$ cat src/rtl/device_delay_pkg.sv
// Shared types and elaboration helpers for the programmable millisecond delay timer.
package device_delay_pkg;

  typedef enum logic [1:0] {
    IDLE  = 2'd0,
    COUNT = 2'd1,
    DONE  = 2'd2
  } DELAY_STATES;

  localparam int FREQ_STEP_HZ = 1000;
  localparam int FREQ_MIN_HZ  = 2000;

  function automatic int ticks_per_ms(input int freq);
    return freq / FREQ_STEP_HZ;
  endfunction

  function automatic bit freq_is_valid(input int freq);
    return ((freq % FREQ_STEP_HZ) == 0) && (freq >= FREQ_MIN_HZ);
  endfunction

endpackage

$ cat src/rtl/device_delay_prog_ms_tick_gen.sv
// Millisecond prescaler: o_tick is high for the one cycle whose edge completes a millisecond.
module ms_tick_gen #(
  parameter int TICKS_PER_MS = 4
) (
  input  logic clk_i,
  input  logic rst,
  input  logic i_clear,
  input  logic i_enable,
  output logic o_tick
);

  localparam int PRESCALE_WIDTH = $clog2(TICKS_PER_MS);

  logic [PRESCALE_WIDTH-1:0] r_prescale;
  logic                      w_at_top;

  assign w_at_top = (r_prescale == PRESCALE_WIDTH'(TICKS_PER_MS - 1));
  assign o_tick   = i_enable && w_at_top;

  always_ff @(posedge clk_i or posedge rst) begin
    if (rst) begin
      r_prescale <= '0;
    end else if (i_clear) begin
      r_prescale <= '0;
    end else if (i_enable) begin
      r_prescale <= w_at_top ? '0 : r_prescale + PRESCALE_WIDTH'(1);
    end
  end

endmodule

$ cat src/rtl/device_delay_prog.sv
// Runtime-programmable ms delay timer with one-shot/periodic modes, abort and retrigger.
// Define DEVICE_DELAY_REMAINING_EN to add the remaining_ms_o countdown output.
module device_delay_prog
  import device_delay_pkg::*;
#(
  parameter int MAIN_CLOCK_FREQUENCY = 27_000_000,
  parameter int DELAY_WIDTH          = 16
) (
  input  logic                   clk_i,
  input  logic                   rst,
  input  logic                   start_i,
  input  logic [DELAY_WIDTH-1:0] delay_ms_i,
  input  logic                   periodic_i,
  input  logic                   abort_i,
  output logic                   busy_o,
  output logic                   done_o,
  output logic                   done_pulse_o
`ifdef DEVICE_DELAY_REMAINING_EN
  ,
  output logic [DELAY_WIDTH-1:0] remaining_ms_o
`endif
);

  localparam int TICKS_PER_MS = ticks_per_ms(MAIN_CLOCK_FREQUENCY);

  if (!freq_is_valid(MAIN_CLOCK_FREQUENCY)) begin : g_freq_check
    $error("MAIN_CLOCK_FREQUENCY must be a multiple of 1000 and at least 2000");
  end

  DELAY_STATES            r_state, w_state_nxt;
  logic [DELAY_WIDTH-1:0] r_remaining, w_remaining_nxt;
  logic [DELAY_WIDTH-1:0] r_reload, w_reload_nxt;
  logic                   r_periodic, w_periodic_nxt;
  logic                   r_busy, r_done, w_done_nxt;
  logic                   r_pulse, w_pulse_nxt;
  logic                   w_ms_tick;
  logic                   w_clear;

  // Any start or abort restarts the millisecond phase from zero.
  assign w_clear = start_i || abort_i;

  ms_tick_gen #(
    .TICKS_PER_MS(TICKS_PER_MS)
  ) u_tick (
    .clk_i   (clk_i),
    .rst     (rst),
    .i_clear (w_clear),
    .i_enable(r_state == COUNT),
    .o_tick  (w_ms_tick)
  );

  always_ff @(posedge clk_i or posedge rst) begin
    if (rst) begin
      r_state     <= IDLE;
      r_remaining <= '0;
      r_reload    <= '0;
      r_periodic  <= 1'b0;
      r_busy      <= 1'b0;
      r_done      <= 1'b0;
      r_pulse     <= 1'b0;
    end else begin
      r_state     <= w_state_nxt;
      r_remaining <= w_remaining_nxt;
      r_reload    <= w_reload_nxt;
      r_periodic  <= w_periodic_nxt;
      r_busy      <= (w_state_nxt == COUNT);
      r_done      <= w_done_nxt;
      r_pulse     <= w_pulse_nxt;
    end
  end

  always_comb begin
    w_state_nxt     = r_state;
    w_remaining_nxt = r_remaining;
    w_reload_nxt    = r_reload;
    w_periodic_nxt  = r_periodic;
    w_done_nxt      = r_done;
    w_pulse_nxt     = 1'b0;
    if (abort_i) begin
      w_state_nxt     = IDLE;
      w_remaining_nxt = '0;
      w_done_nxt      = 1'b0;
    end else if (start_i) begin
      // A zero delay expires on the accepting edge and never repeats.
      w_reload_nxt    = delay_ms_i;
      w_periodic_nxt  = periodic_i && (delay_ms_i != '0);
      w_remaining_nxt = delay_ms_i;
      w_done_nxt      = (delay_ms_i == '0);
      w_pulse_nxt     = (delay_ms_i == '0);
      w_state_nxt     = (delay_ms_i == '0) ? DONE : COUNT;
    end else if ((r_state == COUNT) && w_ms_tick) begin
      if (r_remaining == DELAY_WIDTH'(1)) begin
        w_pulse_nxt = 1'b1;
        if (r_periodic) begin
          w_remaining_nxt = r_reload;
        end else begin
          w_remaining_nxt = '0;
          w_state_nxt     = DONE;
          w_done_nxt      = 1'b1;
        end
      end else begin
        w_remaining_nxt = r_remaining - DELAY_WIDTH'(1);
      end
    end
  end

  assign busy_o       = r_busy;
  assign done_o       = r_done;
  assign done_pulse_o = r_pulse;

`ifdef DEVICE_DELAY_REMAINING_EN
  logic [DELAY_WIDTH-1:0] r_remaining_ms;

  always_ff @(posedge clk_i or posedge rst) begin
    if (rst) begin
      r_remaining_ms <= '0;
    end else begin
      r_remaining_ms <= (w_state_nxt == COUNT) ? w_remaining_nxt : '0;
    end
  end

  assign remaining_ms_o = r_remaining_ms;
`endif

endmodule

$ cat config.mk
export PLATFORM = sky130hd
export DESIGN_NAME = device_delay_prog
export DESIGN_NICKNAME = d
export VERILOG_FILES = /design/src/rtl/device_delay_pkg.sv /design/src/rtl/device_delay_prog_ms_tick_gen.sv /design/src/rtl/device_delay_prog.sv
export SDC_FILE = /design/constraint.sdc
export NUM_CORES = 1
export LEC_CHECK = 0
export ABC_AREA = 1
export BUFFER_PORTS_ARGS = -buffer_cell sky130_fd_sc_hd__buf_2
export CAP_MARGIN = 40
export CORE_ASPECT_RATIO = 1.5
export CORE_MARGIN = 3
export CORE_UTILIZATION = 50
export DETAILED_ROUTE_END_ITERATION = 16
export PLACE_DENSITY = 0.8
export SLEW_MARGIN = 10
export SYNTH_ARGS = -nofsm -noshare
export SYNTH_HDL_FRONTEND = slang
export SYNTH_SLANG_ARGS = --single-unit
$ cat constraint.sdc
create_clock -name clk_i -period 1.6 [get_ports clk_i]
set_input_delay 0.24 -clock clk_i [delete_from_list [all_inputs] [get_ports clk_i]]
set_output_delay 0.24 -clock clk_i [all_outputs]
set_load 0.005 [all_outputs]
# Word-level counts from Yosys, hierarchy flattened
# Cells that the tools add are included.
[classes]
muxes = 23
bitwise = 1
n_reduce_logical = 11
eq_ne = 5
addsub = 2
[ops]
columns = ["operator", "count"]
rows = [
  ["16-bit 2-to-1 mux", 5],
  ["15-bit 2-to-1 mux", 3],
  ["16-bit by 1-bit equality test with 1-bit output, second input constant", 1],
  ["16-bit zero test", 1],
  ["16-bit nonzero test", 1],
  ["16-bit by 1-bit subtractor with 16-bit output, second input constant", 1],
  ["15-bit by 1-bit adder with 15-bit output, second input constant", 1],
  ["15-bit equality test, second input constant", 1],
  ["2-bit 2-to-1 mux", 6],
  ["1-bit 2-to-1 mux", 9],
  ["3-bit nonzero test", 2],
  ["2-bit by 1-bit equality test with 1-bit output, second input constant", 2],
  ["1-bit logical AND", 3],
  ["3-bit != test, second input constant", 1],
  ["3-bit AND reduction", 1],
  ["2-bit AND reduction", 1],
  ["2-bit nonzero test", 1],
  ["1-bit logical OR", 1],
  ["1-bit NOT", 1],
]
[totals]
ff_bits = 53
elab_cells = 50
out_inout_bits = 3
inputBits = 21

# Longest topological paths before layout
[logic_depth]
word_depth = 7
depth_mapped = 12
depth_no_buf = 12

# Modules after synthesis
# A second synthesis with hierarchy kept.
[unflattened]
cells_unflattened = 510
hier_area_um2 = 3478.3
[by_module_without_submodules]
columns = ["mod", "cells_each", "area_per_inst_um2", "seq_area_each_um2", "n_inst"]
rows = [
  ["device_delay_prog", 370, 2517.4, 950.9, 1],
  ["ms_tick_gen", 140, 960.9, 375.4, 1],
]

# Worst setup path after synthesis
# OpenSTA, ideal clock, no wires.
[synth_timing]
path_kind = "register -> register"
startpoint = "register u_tick.r_prescale[0]"
endpoint = "register r_remaining[11]"
arrival_time_ns = 1.415
slack_ns = 0.064
required_time_ns = 1.478
path_buffers = 1
setup_time_ns = 0.122
synth_period_minus_slack_ns = 1.536
path_stages_with_launch = 13
path_cell_list = "dfrtp_1 -> ha_1 -> nand2_1 -> inv_1 -> nand2_1 -> nor2_2 -> nand2_2 -> nand2_2 -> nand2_4 -> clkinv_4 -> buf_6 -> nor2_1 -> a21oi_2"
[synth_via]
elab_chain_len = 4
[synth_lines]
columns = ["item", "line", "source"]
rows = [
  ["from (decl)", "device_delay_prog_ms_tick_gen.sv:14", "logic [PRESCALE_WIDTH-1:0] r_prescale;"],
  ["from (signal assigned)", "device_delay_prog_ms_tick_gen.sv:26", "r_prescale <= w_at_top ? '0 : r_prescale + PRESCALE_WIDTH'(1);"],
  ["15-bit equality test", "device_delay_prog_ms_tick_gen.sv:17", "assign w_at_top = (r_prescale == PRESCALE_WIDTH'(TICKS_PER_MS - 1));"],
  ["1-bit logical AND", "device_delay_prog_ms_tick_gen.sv:18", "assign o_tick = i_enable && w_at_top;"],
  ["1-bit logical AND", "device_delay_prog.sv:91", "end else if ((r_state == COUNT) && w_ms_tick) begin"],
  ["3-bit nonzero test (no line)", "--", ""],
  ["to (signal assigned)", "device_delay_prog.sv:63", "r_remaining <= w_remaining_nxt;"],
  ["to (decl)", "device_delay_prog.sv:31", "logic [DELAY_WIDTH-1:0] r_remaining, w_remaining_nxt;"],
]
# Every way passes these cells.
# A chain may end at the register's enable or synchronous reset.

# Worst setup path in the final report
[layout_timing]
startpoint = "register u_tick.r_prescale[1]"
endpoint = "register u_tick.r_prescale[8]"
[layout_via]
elab_chain_len = 4
[layout_lines]
columns = ["item", "line", "source"]
rows = [
  ["15-bit by 1-bit adder with 15-bit output / 15-bit equality test (equally long branches)", "device_delay_prog_ms_tick_gen.sv:26, device_delay_prog_ms_tick_gen.sv:17", ""],
  ["15-bit 2-to-1 mux (*)", "device_delay_prog_ms_tick_gen.sv:26", ""],
  ["15-bit 2-to-1 mux (*)", "device_delay_prog_ms_tick_gen.sv:25", "end else if (i_enable) begin"],
  ["15-bit 2-to-1 mux (*)", "device_delay_prog_ms_tick_gen.sv:23", "end else if (i_clear) begin"],
]
# Mark *: on every way between the ends. The rest lies on a longest branch, timed or not. The select of a mux whose other input is x is not followed.

==> results.sh <==
export IMPL_p_total_mw=3.316
export IMPL_finClkSkew_ns=0.01649
export IMPL_die_width_um=71.53
export IMPL_cp_max_fo=6
export IMPL_grt_pass1_vias=3154
export IMPL_cp_end_kind="register"
export IMPL_cts_tree="built"
export IMPL_final_setup_worst_slack_ns=-0.05446
export IMPL_drive_gt1_frac=0.3074
export IMPL_finalSetupTns_ns=-0.5224
export IMPL_r2r_end="u_tick.r_prescale[8]$_DFFE_PP0P_"
export IMPL_routed_wl_met3_um=577
export IMPL_synth_simple_area_share=0.3322
export IMPL_avgSynthCellArea_um2=7.221
export IMPL_initial_utilization=0.5216
export IMPL_synth_xor_area_share=0.02991
export IMPL_synth_fa_ha_area_frac=0.01166
export IMPL_cts_buffer_depth=2
export IMPL_drt_vias_per_instance=5.772
export IMPL_syn_nets=470
export IMPL_period_share=1.034
export IMPL_yosys_top_cells_area="dfrtp_1 41%, nand2_1 13%, nor2_1 8.0%"
export IMPL_stdcell_area_um2=4149
export IMPL_routed_wl_um=9560
export IMPL_track_usage=0.2291
export IMPL_vias=3394
export IMPL_synth_top_family_by_area="simple AND/OR/NAND/NOR gates"
export IMPL_diodes=0
export IMPL_fmax_mhz=604.4
export IMPL_startpoint_type="register"
export IMPL_h_tree_depth=2
export IMPL_yosys_mux_area_fraction=0
export IMPL_r2r_slack_ns=-0.05
export IMPL_setup_viol=19
export IMPL_p_per_area_nw_per_um2=799.2
export IMPL_yosys_area_top_type="dfrtp_1"
export IMPL_p_leak_nw=1.871
export IMPL_nets=538
export IMPL_failed_checks="negative setup slack"
export IMPL_clkLatencyLatePin_ns=0.32
export IMPL_antenna_found_initial=0
export IMPL_wl_met2_um=4895
export IMPL_crit_arrival_ns=1.85
export IMPL_hold_viol=0
export IMPL_postLayoutCoreUtil=0.6719
export IMPL_startpoint="u_tick.r_prescale[1]$_DFFE_PP0P_"
export IMPL_ys_types=35
export IMPL_grt_overflow=0
export IMPL_wl_per_cell_um=16.26
export IMPL_drtPass1Iterations=5
export IMPL_cts_root_buffer="clkbuf_8"
export IMPL_relSlewSlack=0.6788
export IMPL_drt_iter0_drc=281
export IMPL_synth_top_area_share=0.4118
export IMPL_ys_seq_area_frac=0.4118
export IMPL_die_height_um=104.3
export IMPL_rsz0062_at_grt="yes"
export IMPL_clkTransAtPathRegs_ns=0.10
export IMPL_multi_input_comb_area_um2=1886
export IMPL_period_minus_slack_ns=1.654
export IMPL_routed_top_layer="met4"
export IMPL_grt_pass1_wl_um=13890
export IMPL_syn_instance_count=446
export IMPL_cts_sinks=53
export IMPL_hpwl_um=6035
export IMPL_place_gp_congestion=0.8940
export IMPL_core_um2=6175
export IMPL_status="finished, violations left"
export IMPL_hp_class="in -> reg"
export IMPL_wl_met1_um=3489
export IMPL_syn_cell_area_um2=3221
export IMPL_die_area_um2=7460
export IMPL_cap_viol_max_count=0
export IMPL_cp_endpoint="u_tick.r_prescale[8]$_DFFE_PP0P_"
export IMPL_std_cell_rows=35
export IMPL_r2r_cells=11
export IMPL_synthToLayoutAreaGrowth_pct=28.83
export IMPL_portBuffers=23
export IMPL_grt_max_degree=54
export IMPL_synth_compound_area_frac=0.1290
export IMPL_ys_seq_elements=53
export IMPL_tightest_slew_ns=0.4818
export IMPL_drc_errors=0
export IMPL_placedCellCount=569
export IMPL_max_vdd_ir_drop_mv=0.6794
export IMPL_rr_startpoint="u_tick.r_prescale[1]$_DFFE_PP0P_"
export IMPL_regArea_um2=1326
export IMPL_fillers=443
export IMPL_worstSetupPathType="reg -> reg"
export IMPL_stdcell_count=588
export IMPL_required_ns=1.80
export IMPL_ant_nets=0
export IMPL_place_area_um2=3664
export IMPL_ios=24
export IMPL_cts_buffers=5
export IMPL_drv_slew=0
export IMPL_yosys_warnings=0
[synth_stat cells (all sizes together)]
master,number
nand2,118
nor2,73
dfrtp,53
inv,49
a21oi,40
nand3,38
o21ai,22
buf,8
nor3,8
nand4,7
xor2,7
clkbuf,5
xnor2,4
ha,3
nand3b,2
a211oi,1
a2bb2oi,1
a31oi,1
and2,1
clkinv,1
nor3b,1
nor4,1
o21a,1
or2,1
[worst max-delay path: stages, from the launching register on]
cell and delay, ns:
dfrtp_1 0.38, ha_2 0.20, nand2_2 0.07, inv_2 0.06, nand2_2 0.06, nor2_4 0.13
nand2_2 0.08, nand2_4 0.09, nand2_8 0.10, buf_12 0.17, nand2_1 0.12, a2bb2oi_2 0.07
[metal layers]
layer / vias to the layer above / GRT usage
li1: 1568 / -
met1: 1604 / 0.2710
met2: 162 / 0.4013
met3: 60 / 0.03482
met4: 0 / 0.09812
met5: - / 0
[power breakdown]
part           total, mW  switching, mW  internal [mW]  leakage, nW
Combinational      0.961          0.559          0.402         1.15
Clock              0.802          0.458          0.344       0.0433
Sequential          1.55         0.0909           1.46        0.680
Total               3.32           1.11           2.21         1.87
[area by class of cell]
class | instances | area share
Tap cell | 74 | 0.02232
Timing Repair Buffer | 72 | 0.1303
Sequential cell | 53 | 0.3197
Multi-Input combinational cell | 331 | 0.4545
Inverter | 50 | 0.04946
Clock buffer | 6 | 0.01990
Clock inverter | 1 | 0.001809
Timing Repair inverter | 1 | 0.002111
[how the worst min path moves through the flow]
stage,to,slack [ns],cells after the start,from
floorplan,done_pulse_o$_DFF_PP0_,0.37,2,start_i
global placement,busy_o$_DFF_PP0_,0.31,3,rst
detailed placement,busy_o$_DFF_PP0_,0.31,3,rst
CTS,r_periodic$_DFFE_PP0P_,0.18,3,periodic_i
global route,r_periodic$_DFFE_PP0P_,0.21,3,periodic_i
finish,r_reload[15]$_DFFE_PP0P_,0.20,3,delay_ms_i[15]
[flip-flops by register name, indices dropped and copies added, names as in the netlist]
| name | flops |
|---|---|
| r_reload | 16 |
| r_remaining | 16 |
| u_tick.r_prescale | 15 |
| r_state | 2 |
| busy_o | 1 |
| done_o | 1 |
| done_pulse_o | 1 |
| r_periodic | 1 |
[kinds of logic after synthesis]
logic type / after synthesis
DFF: 53
AOI/OAI and AO/OA: 66
and+or+nand+nor: 250
xor gates and xnor gates: 11
adders and majority gates: 3
buffers and inverters: 63
[cell usage in the layout (no fill, tap or decap), types with 2 or more instances in the layout]
cell type,count
nand2_1,109
inv_2,6
a21oi_4,12
buf_4,44
a21oi_1,10
nor2_1,52
nor3_1,6
clkbuf_8,6
nor2_2,15
buf_12,3
ha_2,2
nand3b_1,2
nor3_2,2
inv_1,42
nand3_1,36
nor2_4,6
dfrtp_1,53
nand3_2,2
o21ai_1,5
xnor2_1,4
o21ai_0,15
buf_2,23
xor2_1,7
nand4_1,7
nand2_2,8
a21oi_2,18
[what timing repair did]
item | 4_1_cts | 5_1_grt
hold buffers | 1 | 0
buffers inserted | 1 | 7
pin swaps | 2 | 18
endpoints found under the setup margin | 16 | 30
gates cloned | 0 | 3
gates resized for setup | 9 | 63
endpoints found under the hold margin | 53 | 0
[through the flow]
step | hold slack (ns) | worst slack (ns)
after global routing | 0.2112 | -0.1266
after CTS | 0.1766 | -0.01598
after global placement | 0.3079 | -0.003117
after detailed placement | 0.3102 | -0.06447
final | 0.1994 | -0.05446
after floorplan | 0.3699 | 0.06384
No activity file was read; power rests on OpenSTA's default activity.
